$ cat src/rtl/noc_pkg.sv
// Shared mesh definitions: flit type encodings and flit field offsets.
package noc_pkg;
  localparam logic [1:0] FLIT_HEAD    = 2'b00;
  localparam logic [1:0] FLIT_BODY    = 2'b01;
  localparam logic [1:0] FLIT_TAIL    = 2'b10;
  localparam logic [1:0] FLIT_ILLEGAL = 2'b11;

  localparam int COORD_W  = 3;
  localparam int TYPE_W   = 2;
  localparam int ROW_LSB  = 5;
  localparam int COL_LSB  = 2;
  localparam int TYPE_LSB = 0;
endpackage

$ cat src/rtl/flit_fifo.sv
// Generic flit FIFO with wrap-bit pointers and a combinational head read.
module flit_fifo #(
  parameter int WIDTH = 8,
  parameter int DEPTH = 4,
  localparam int AW   = $clog2(DEPTH)
) (
  input  logic             clk,
  input  logic             rst,
  input  logic             wr_en,
  input  logic [WIDTH-1:0] wr_data,
  input  logic             rd_en,
  output logic [WIDTH-1:0] rd_data,
  output logic             full,
  output logic             empty,
  output logic [AW:0]      count
);
  logic [WIDTH-1:0] r_mem [DEPTH];
  logic [AW:0]      r_wr_ptr, r_rd_ptr;
  logic             w_wr, w_rd;

  assign full  = (r_wr_ptr[AW] != r_rd_ptr[AW]) && (r_wr_ptr[AW-1:0] == r_rd_ptr[AW-1:0]);
  assign empty = (r_wr_ptr == r_rd_ptr);
  assign count = r_wr_ptr - r_rd_ptr;
  // Writes are refused when full even if a read happens in the same cycle.
  assign w_wr  = wr_en && !full;
  assign w_rd  = rd_en && !empty;

  assign rd_data = empty ? '0 : r_mem[r_rd_ptr[AW-1:0]];

  always_ff @(posedge clk) begin
    if (!rst) begin
      r_wr_ptr <= '0;
      r_rd_ptr <= '0;
    end else begin
      if (w_wr) r_wr_ptr <= r_wr_ptr + 1'b1;
      if (w_rd) r_rd_ptr <= r_rd_ptr + 1'b1;
    end
  end

  always_ff @(posedge clk) begin
    if (w_wr) r_mem[r_wr_ptr[AW-1:0]] <= wr_data;
  end
endmodule

$ cat src/rtl/local_ejection_unit.sv
// Local-port sink: buffers ejected flits, drives ON/OFF backpressure,
// checks packet framing and destination, and counts packets/flits.
module local_ejection_unit
  import noc_pkg::*;
#(
  parameter int         LINK_WIDTHS  = 8,
  parameter int         BUFFER_DEPTH = 4,
  parameter logic [2:0] MY_ROW       = 3'd0,
  parameter logic [2:0] MY_COL       = 3'd0
) (
  input  logic                   clk,
  input  logic                   rst,
  input  logic [LINK_WIDTHS-1:0] in_flit,
  input  logic                   in_valid,
  output logic                   ON_OFF,
  output logic [LINK_WIDTHS-1:0] out_flit,
  output logic                   out_valid,
  input  logic                   out_ready,
  output logic [15:0]            pkt_count,
  output logic [15:0]            flit_count,
  output logic                   err_misroute,
  output logic                   err_framing,
  output logic                   err_overflow
);
  localparam int AW = $clog2(BUFFER_DEPTH);
  localparam logic [AW:0] ON_THRESH = (AW+1)'(BUFFER_DEPTH - 2);

  typedef enum logic {IDLE, IN_PKT} state_t;

  state_t              r_state, w_state_nxt;
  logic                r_on_off;
  logic [15:0]         r_pkt_cnt, r_flit_cnt;
  logic                r_err_mis, r_err_frm, r_err_ovf;
  logic                w_full, w_empty, w_wr, w_rd;
  logic [AW:0]         w_count, w_cnt_nxt;
  logic [TYPE_W-1:0]   w_type;
  logic                w_dest_ok;
  logic                w_set_mis, w_set_frm, w_tail_done;

  assign w_wr      = in_valid && !w_full;
  assign w_rd      = !w_empty && out_ready;
  assign w_cnt_nxt = w_count + {{AW{1'b0}}, w_wr} - {{AW{1'b0}}, w_rd};
  assign w_type    = in_flit[TYPE_LSB +: TYPE_W];
  assign w_dest_ok = (in_flit[ROW_LSB +: COORD_W] == MY_ROW) &&
                     (in_flit[COL_LSB +: COORD_W] == MY_COL);

  flit_fifo #(.WIDTH(LINK_WIDTHS), .DEPTH(BUFFER_DEPTH)) u_fifo (
    .clk     (clk),
    .rst     (rst),
    .wr_en   (in_valid),
    .wr_data (in_flit),
    .rd_en   (out_ready),
    .rd_data (out_flit),
    .full    (w_full),
    .empty   (w_empty),
    .count   (w_count)
  );

  always_comb begin
    w_state_nxt = r_state;
    w_set_mis   = 1'b0;
    w_set_frm   = 1'b0;
    w_tail_done = 1'b0;
    if (w_wr) begin
      case (w_type)
        FLIT_HEAD: begin
          // A head mid-packet is flagged but still starts the new packet.
          w_set_frm   = (r_state == IN_PKT);
          w_set_mis   = !w_dest_ok;
          w_state_nxt = IN_PKT;
        end
        FLIT_BODY: w_set_frm = (r_state == IDLE);
        FLIT_TAIL: begin
          if (r_state == IDLE) w_set_frm = 1'b1;
          else begin
            w_tail_done = 1'b1;
            w_state_nxt = IDLE;
          end
        end
        default: w_set_frm = 1'b1;
      endcase
    end
  end

  always_ff @(posedge clk) begin
    if (!rst) begin
      r_state    <= IDLE;
      r_on_off   <= 1'b1;
      r_pkt_cnt  <= '0;
      r_flit_cnt <= '0;
      r_err_mis  <= 1'b0;
      r_err_frm  <= 1'b0;
      r_err_ovf  <= 1'b0;
    end else begin
      r_state  <= w_state_nxt;
      // One free slot of slack absorbs the router's reaction cycle.
      r_on_off <= (w_cnt_nxt <= ON_THRESH);
      if (w_wr)        r_flit_cnt <= r_flit_cnt + 16'd1;
      if (w_tail_done) r_pkt_cnt  <= r_pkt_cnt + 16'd1;
      if (w_set_mis)   r_err_mis  <= 1'b1;
      if (w_set_frm)   r_err_frm  <= 1'b1;
      if (in_valid && w_full) r_err_ovf <= 1'b1;
    end
  end

  assign ON_OFF       = r_on_off;
  assign out_valid    = !w_empty;
  assign pkt_count    = r_pkt_cnt;
  assign flit_count   = r_flit_cnt;
  assign err_misroute = r_err_mis;
  assign err_framing  = r_err_frm;
  assign err_overflow = r_err_ovf;
endmodule

$ cat config.mk
export PLATFORM = sky130hd
export DESIGN_NAME = local_ejection_unit
export DESIGN_NICKNAME = d
export VERILOG_FILES = /design/src/rtl/noc_pkg.sv /design/src/rtl/flit_fifo.sv /design/src/rtl/local_ejection_unit.sv
export SDC_FILE = /design/constraint.sdc
export NUM_CORES = 1
export LEC_CHECK = 0
export BUFFER_PORTS_ARGS = -buffer_cell sky130_fd_sc_hd__buf_2
export CORE_ASPECT_RATIO = 0.75
export CORE_MARGIN = 2
export CORE_UTILIZATION = 60
export CTS_BUF_LIST = sky130_fd_sc_hd__clkbuf_16
export DETAILED_ROUTE_END_ITERATION = 6
export PLACE_DENSITY = 0.84
export SYNTH_ARGS = -nofsm -noshare
export SYNTH_HDL_FRONTEND = slang
export SYNTH_SLANG_ARGS = --single-unit
$ cat constraint.sdc
create_clock -name clk -period 4.7 [get_ports clk]
set_input_delay 0.235 -clock clk [delete_from_list [all_inputs] [get_ports clk]]
set_output_delay 0.235 -clock clk [all_outputs]
set_load 0.02 [all_outputs]
==> results.cfg, run 1 <==
[run_status]
status = completed

[timing]
hold_violations = 0
max_freq_mhz = 334.0
slew_viol_final = 0
fin_crit_sh_pct = 63.70
fin_tns_setup_ns = 0
rsz0062_at_grt = no
max_slew_margin_pct = 28.75
setup_viol = 0
finalClockSkew_ns = 0.007240
period_needed_ns = 2.994
worst_slack_ns = 1.706
worst_slew_pin_slew_ns = 1.061

[clocking]
ctsHoldBuffers = 0
cts_setup_buffers = 0
ctsResizeCount = 0
cts_tree = yes
cts-htree-levels = 3
cts-root-buf = clkbuf_16
cts.path.max_buffers = 2
clock_latency_ns = 0.34
clock_sinks = 77
clk_pin_slew_worst_paths_ns = 0.06
numCtsBuffers = 9

[critical_path]
crit_buf_inv = 4
cp_slowest_cell = dfxtp_1
worst-path-stages = 13
worst-setup-path-type = flop to flop
required_ns = 4.92
cp_top_family = adder cells
slowest_delay_ns = 0.55
crit_path_start = u_fifo.r_wr_ptr[0]
r2r-end = ON_OFF
r2r_cells = 13
cp_max_fo = 18
path_cells = xor2_2 -> o31ai_2 -> buf_4 -> inv_2 -> fa_1 -> inv_1 -> fa_1 -> inv_1 -> ha_1 -> xnor2_1 -> xnor2_1 -> nand2_1 -> nand2_1
crit_end = ON_OFF
r2r-start = u_fifo.r_wr_ptr[0]
crit_arrival_ns = 3.22
rrSetupSlack_ns = 1.71
cp-start-kind = flop
cp-end-kind = flop

[layout]
multiInputGateArea_um2 = 1548
mostFrequentLayoutCells = 56 x buf_2, 45 x dfxtp_1, 32 x edfxtp_1
register_area_um2 = 1862
diodes = 0
final_nets = 403
fillers = 393
layout-drive-gt1-share_pct = 23.36
final_common_cell = buf_2
syn2layout_area_growth_pct = 18.25

[floorplanning]
die_area_um2 = 6508
ios = 57
core_area_um2 = 5736
die_y_um = 70.37
die_w_um = 92.49
initial_core_util_pct = 61.43
row_count = 24

[yosys]
syn_nets = 344
synth_area_leader_cell = edfxtp_1
synth_area_um2 = 3523
ys_types = 42
ys_top_cells_by_area = edfxtp_1 27%, dfxtp_1 26%, mux4_2 5.1%
ys.flop_type = dfxtp_1
synth_top_area_share_pct = 27.27
ys_ff_latch = 77
syn_avg_cell_area_um2 = 11.11
yosys_warnings = 0
async_flop_share_pct = 0
synth-edff-count = 32
seq_area_frac_synth_pct = 52.84
postSynthCellCount = 317

[routing]
drt_iter0_markers = 227
vias = 2653
drtPass1Iterations = 4
avgRoutedWirePerCell_um = 16.07
drc = 0
ant_nets = 0
via_per_inst = 5.780
drt-total-wl_um = 7376

[global_route]
grt_pass1_vias = 2424
grt_max_degree = 38
overflow = 0
grt_pass1_wl_um = 12160
antenna_found_initial = 0
globalRouteTotalUtil_pct = 24.21

[placed_design]
post-place-ws_ns = 1.752
io_buffers = 56
dp_hpwl_um = 5042
gp_congestion = 0.8059

[power_and_ir_drop]
power_density_nw_per_um2 = 413.9
worst_ir_drop_vdd_v = 0.0003132
leakagePower_nw = 1.579

[min_path]
hold_class = input port to flop

[run]
max_cap_violations = 0
-- stage by stage --
stage | power [W] | instance area [um2] | utilization (%) | cells | hold WS, ns
after detailed placement | 0.001068 | 3877 | 67.60 | 443 | 0.4608
after floorplan | 0.0009814 | 3523 | - | 317 | 0.3339
after global placement | 0.001059 | 3877 | 67.60 | 443 | 0.4496
final | 0.001725 | 4167 | 72.64 | 459 | 0.1364
after global routing | 0.001794 | 4167 | 72.64 | 459 | 0.1294
after CTS | 0.001729 | 4167 | 72.64 | 459 | 0.1329
-- final cells by class --
type                       instances  share of cell area, %
timing repair buffer              59                  7.267
multi-input combinational        211                  37.15
inverter                          18                  1.622
sequential                        77                  44.68
clock buffer                       9                  5.405
clock inverter                     7                  1.532
tap                               78                  2.342
-- logic make-up (layout without fill, tap and decap cells) --
group | count (synthesis) | in the layout | share of synthesized area (%)
muxes | 12 | 12 | 6.250
buffers and inverters | 29 | 93 | 3.232
xor gates and xnor gates | 17 | 17 | 4.652
adders and majority gates | 15 | 15 | 5.753
DFF | 77 | 77 | 52.84
AOI/OAI and AO/OA | 64 | 64 | 11.22
and+or+nand+nor | 103 | 103 | 16.05
-- cell usage after synthesis (all sizes together) (6+ instances only) --
master and count:
dfxtp 45, edfxtp 32, a21oi 26, nand2 21
inv 18, nor2 14, ha 13, o31ai 13
o21ai 12, or4 11, xnor2 11, nand4 10
nor2b 9, or3 9, mux4 8, nand3 7
clkbuf 6, xor2 6
-- how the worst min path moves through the flow --
stage,depth (start not counted),from,to
after floorplan,0,in_flit[0],u_fifo.r_mem[0][0]
after global placement,2,err_misroute,err_misroute
after detailed placement,2,flit_count[15],flit_count[15]
after CTS,1,in_flit[5],u_fifo.r_mem[3][5]
after global routing,1,in_flit[3],u_fifo.r_mem[2][3]
final,1,in_flit[3],u_fifo.r_mem[2][3]
-- registers in the layout, summed over array words and instances (netlist names), named ones only --
name             flops
u_fifo.r_mem        32
u_fifo.r_rd_ptr      3
u_fifo.r_wr_ptr      3
err_framing          1
err_overflow         1
r_state              1
pkt_count           16
ON_OFF               1
err_misroute         1
flit_count          16
-- worst reg2reg max path, delay by kind of cell, from the launching register on --
kind,cells,cell delay (ns)
xor+xnor,3,0.43
buf+inv,4,0.56
flops,1,0.55
simple gates,2,0.12
fa+ha+maj,3,0.98
compound gates,1,0.24
-- report_power, final --
group / internal, W / switching (W)
clock: 0.000370 / 0.000299
sequential: 0.000727 / 0.0000354
combinational: 0.000120 / 0.000172
-- per-layer routing --
| metal | vias to the layer above | track usage, % | part of all wire, % |
|---|---|---|---|
| li1 | 1293 | - | - |
| met1 | 1272 | 34.38 | 46 |
| met2 | 79 | 36.09 | 46 |
| met3 | 9 | 6.472 | 6.0 |
| met4 | 0 | 8.458 | 1.3 |
| met5 | - | 0 | 0 |
(Power assumes the default switching activity.)
==> run 2: changes to the inputs <==
--- a/config.mk
+++ b/config.mk
@@ -8,10 +8,10 @@
 export BUFFER_PORTS_ARGS = -buffer_cell sky130_fd_sc_hd__buf_2
 export CORE_ASPECT_RATIO = 0.75
 export CORE_MARGIN = 2
-export CORE_UTILIZATION = 60
+export CORE_UTILIZATION = 51
 export CTS_BUF_LIST = sky130_fd_sc_hd__clkbuf_16
 export DETAILED_ROUTE_END_ITERATION = 6
-export PLACE_DENSITY = 0.84
+export PLACE_DENSITY = 0.76
 export SYNTH_ARGS = -nofsm -noshare
 export SYNTH_HDL_FRONTEND = slang
 export SYNTH_SLANG_ARGS = --single-unit
==> constraint.sdc (replaced) <==
create_clock -name clk -period 2.75 [get_ports clk]
set_input_delay 0.1375 -clock clk [delete_from_list [all_inputs] [get_ports clk]]
set_output_delay 0.1375 -clock clk [all_outputs]
set_load 0.02 [all_outputs]
==> results.cfg, run 2 (synthesized netlist as in run 1, its figures left out) <==
[run_status]
status = completed

[routing]
ant_nets = 0
drtPass1Iterations = 4
avgRoutedWirePerCell_um = 15.77
via_per_inst = 5.716
vias = 2721
drt-total-wl_um = 7506
drt_iter0_markers = 155
drc = 0

[placed_design]
dp_hpwl_um = 5135
io_buffers = 56
placed_cell_area_um2 = 3976
gp_congestion = 0.7587

[critical_path]
worst-setup-path-type = flop to flop
crit_arrival_ns = 2.81
cp-end-kind = flop
cp-start-kind = flop
cp_max_fo = 6
required_ns = 3.02
rrSetupSlack_ns = 0.21

[clocking]
cts_setup_buffers = 0
ctsResizeCount = 0
clock_latency_ns = 0.33
cts-htree-levels = 3
cts_tree = yes
cts-root-buf = clkbuf_16
cts.path.max_buffers = 2
clock_sinks = 77
numCtsBuffers = 9
clk_pin_slew_worst_paths_ns = 0.06
ctsHoldBuffers = 0

[floorplanning]
ios = 57
die_area_um2 = 7596
row_count = 26
die_y_um = 75.98
core_area_um2 = 6734
initial_core_util_pct = 52.32
die_w_um = 99.98

[layout]
layout-drive-gt1-share_pct = 25.00
syn2layout_area_growth_pct = 20.49
mostFrequentLayoutCells = 56 x buf_2, 45 x dfxtp_1, 32 x edfxtp_1
largest_reg_flops = 32
final_common_cell = buf_2
diodes = 0
utilization_pct = 63.04
final_nets = 414
design_area_um2 = 4245

[global_route]
overflow = 0
antenna_found_initial = 0
globalRouteTotalUtil_pct = 20.44
grt_max_degree = 38
grt_pass1_wl_um = 12250
grt_pass1_vias = 2499

[timing]
period_needed_ns = 2.540
holdWs_ns = 0.04123
finalClockSkew_ns = 0.006023
fin_crit_sh_pct = 92.36
hold_violations = 0
slew_viol_final = 0
max_freq_mhz = 393.7
fin_tns_setup_ns = 0
setup_viol = 0
worst_slew_pin_slew_ns = 0.7676
rsz0062_at_grt = no
max_slew_margin_pct = 48.39

[power_and_ir_drop]
worst_ir_drop_vdd_v = 0.0003028
power_density_nw_per_um2 = 686.8
leakagePower_nw = 1.622

[min_path]
hold_class = input port to flop

[run]
max_cap_violations = 0
-- run 2: changes by cell type in the layout (fill, tap and decap cells not counted), moves of 2 or more --
| cell | delta |
|---|---|
| buf_4 | +11 |
| inv_1 | +2 |
| inv_6 | -3 |
| clkinv_4 | -2 |
| clkinvlp_4 | +3 |
-- run 2: worst paths after layout --
kind,to,cells past startpoint,from
setup / recovery,ON_OFF,13,u_fifo.r_rd_ptr[0]
hold / removal,u_fifo.r_mem[2][3],1,in_flit[3]
setup reg to reg,ON_OFF,13,u_fifo.r_rd_ptr[0]
hold reg to reg,err_framing,2,err_framing
-- run 2: stage by stage --
stage / total power (W) / cells / setup WS, ns
after floorplan: 0.001681 / 317 / 0.01897
after global placement: 0.001861 / 460 / 0.3108
after detailed placement: 0.001877 / 460 / 0.2264
after CTS: 0.002938 / 476 / 0.2091
after global routing: 0.003039 / 476 / 0.05718
final: 0.002916 / 476 / 0.2102
-- run 2: worst max-delay path, cell delays in order (launching register included) --
cell and delay, ns:
dfxtp_1 0.36, xor2_2 0.19, buf_4 0.17, o31ai_4 0.21, inv_2 0.07, fa_1 0.39, inv_1 0.08, fa_1 0.40
inv_1 0.07, ha_1 0.16, xnor2_1 0.13, xnor2_1 0.14, nand2_1 0.07, nand2_1 0.05
-- run 2: per-layer routing --
metal	share of wire [%]	wire (um)	up-vias	GRT usage [%]
met5	0	0	-	0
met4	1.1	80	0	4.521
met3	4.9	370	10	5.872
met2	48	3588	73	33.04
met1	46	3467	1317	27.62
li1	-	-	1321	-
-- run 2: cell type report --
type	instances	area [um2]
Clock buffer	9	225.2
Clock inverter	7	43.79
Fill cell	532	2489
Inverter	18	67.56
Multi-Input combinational cell	211	1556
Sequential cell	77	1862
Tap cell	84	105.1
Timing Repair Buffer	70	385.4
-- run 2: report_power, final --
part           switching (W)  internal, W
combinational       0.000315     0.000242
clock               0.000457     0.000605
sequential         0.0000524      0.00124
total               0.000825      0.00209
==> run 3: changes to the inputs <==
--- a/config.mk
+++ b/config.mk
@@ -11,7 +11,7 @@
 export CORE_UTILIZATION = 51
 export CTS_BUF_LIST = sky130_fd_sc_hd__clkbuf_16
 export DETAILED_ROUTE_END_ITERATION = 6
-export PLACE_DENSITY = 0.76
+export PLACE_DENSITY = 0.78
 export SYNTH_ARGS = -nofsm -noshare
 export SYNTH_HDL_FRONTEND = slang
 export SYNTH_SLANG_ARGS = --single-unit
==> results.cfg, run 3 (synthesized netlist as in run 1, its figures left out) <==
[clocking]
cts_tree = yes
ctsHoldBuffers = 0
cts.path.max_buffers = 2
ctsResizeCount = 0
clk_pin_slew_worst_paths_ns = 0.06
clock_sinks = 77
clock_latency_ns = 0.34
numCtsBuffers = 9
cts_setup_buffers = 0
cts-root-buf = clkbuf_16
cts-htree-levels = 3

[timing]
max_freq_mhz = 399.0
rsz0062_at_grt = no
holdWs_ns = 0.03314
slew_viol_final = 0
max_slew_margin_pct = 46.06
worst_slew_pin_slew_ns = 0.8022
fin_tns_setup_ns = 0
finalClockSkew_ns = 0.008179
fin_crit_sh_pct = 91.13
hold_violations = 0
setup_viol = 0
period_needed_ns = 2.506

[power_and_ir_drop]
power.share.combinational_pct = 18.5
seqPwrFrac_pct = 42.6
worst_ir_drop_vdd_v = 0.0003274
clockPowerShare_pct = 38.9
total_power_w = 0.003041
power.share.switching_pct = 27.88
p_int_w = 0.002193
leakagePower_nw = 1.635
power_density_nw_per_um2 = 712.1
netSwitchingPower_w = 0.0008480

[layout]
syn2layout_area_growth_pct = 21.20
final_common_cell = buf_2
register_area_um2 = 1863
largest_reg_flops = 32
layout-drive-gt1-share_pct = 25.32
final_nets = 413
mostFrequentLayoutCells = 56 x buf_2, 44 x dfxtp_1, 32 x edfxtp_1
diodes = 0
multiInputGateArea_um2 = 1556
fillers = 540

[floorplanning]
die_y_um = 75.98
die_area_um2 = 7596
die_w_um = 99.98
ios = 57
core_area_um2 = 6734
initial_core_util_pct = 52.32
row_count = 26

[routing]
drt-total-wl_um = 7474
drtPass1Iterations = 4
vias = 2682
ant_nets = 0
avgRoutedWirePerCell_um = 15.73
drt_iter0_markers = 168
drc = 0
via_per_inst = 5.646

[critical_path]
crit_arrival_ns = 2.79
cp-start-kind = flop
cp_max_fo = 6
worst-setup-path-type = flop to flop
cp-end-kind = flop
required_ns = 3.03

[min_path]
hold_class = input port to flop

[run_status]
status = completed

[placed_design]
io_buffers = 56
gp_congestion = 0.7725
dp_hpwl_um = 5094

[global_route]
grt_pass1_vias = 2569
grt_max_degree = 38
grt_pass1_wl_um = 12540
overflow = 0
antenna_found_initial = 0
globalRouteTotalUtil_pct = 21.28

[run]
max_cap_violations = 0
[run 3: final timing paths]
kind	from	endpoint	slack [ns]	cells past startpoint
max	u_fifo.r_rd_ptr[0]	ON_OFF	0.24	13
min	in_flit[3]	u_fifo.r_mem[3][3]	0.03	1
max reg2reg	u_fifo.r_rd_ptr[0]	ON_OFF	0.24	13
min reg2reg	flit_count[15]	flit_count[15]	0.47	2
[run 3: layer usage]
metal / up-vias / routed length [um] / GRT usage (%)
met2: 73 / 3607 / 33.78
met4: 0 / 75 / 6.027
li1: 1320 / - / -
met1: 1282 / 3311 / 28.01
met5: - / 0 / 0
met3: 7 / 479 / 7.156
[run 3: metrics by stage]
step / std cells / util, % / area [um2] / worst slack [ns]
2_1_floorplan: 317 / - / 3532 / 0.01897
3_3_place_gp: 459 / 58.94 / 3969 / 0.2644
3_5_place_dp: 459 / 58.94 / 3969 / 0.1827
4_1_cts: 475 / 63.40 / 4269 / 0.1635
5_1_grt: 475 / 63.42 / 4270 / 0.03114
6_report: 475 / 63.42 / 4270 / 0.2440
[run 3: critical path, stage by stage (launching register included)]
cell,delay (ns)
dfxtp_1,0.36
xor2_2,0.19
buf_4,0.17
o31ai_4,0.20
inv_2,0.07
fa_1,0.38
inv_1,0.08
fa_1,0.40
inv_1,0.07
ha_1,0.15
xnor2_1,0.13
xnor2_1,0.14
nand2_1,0.06
nand2_1,0.05
[run 3: layout make-up]
| class | count | share of cell area [%] |
|---|---|---|
| Clock buffer | 9 | 5.274 |
| Clock inverter | 7 | 1.758 |
| Inverter | 18 | 1.582 |
| Multi-Input combinational cell | 211 | 36.45 |
| Sequential cell | 77 | 43.63 |
| Tap cell | 84 | 2.461 |
| Timing Repair Buffer | 69 | 8.849 |
[run 3: power groups by stage]
| stage | Clock (W) | Sequential [W] | Combinational [W] |
|---|---|---|---|
| global placement | 0 | 0.00132 | 0.000542 |
| CTS | 0.00121 | 0.00130 | 0.000562 |
| global route | 0.00126 | 0.00131 | 0.000622 |
| floorplan | 0 | 0.00131 | 0.000369 |
| finish | 0.00118 | 0.00130 | 0.000562 |
| detailed placement | 0 | 0.00132 | 0.000554 |
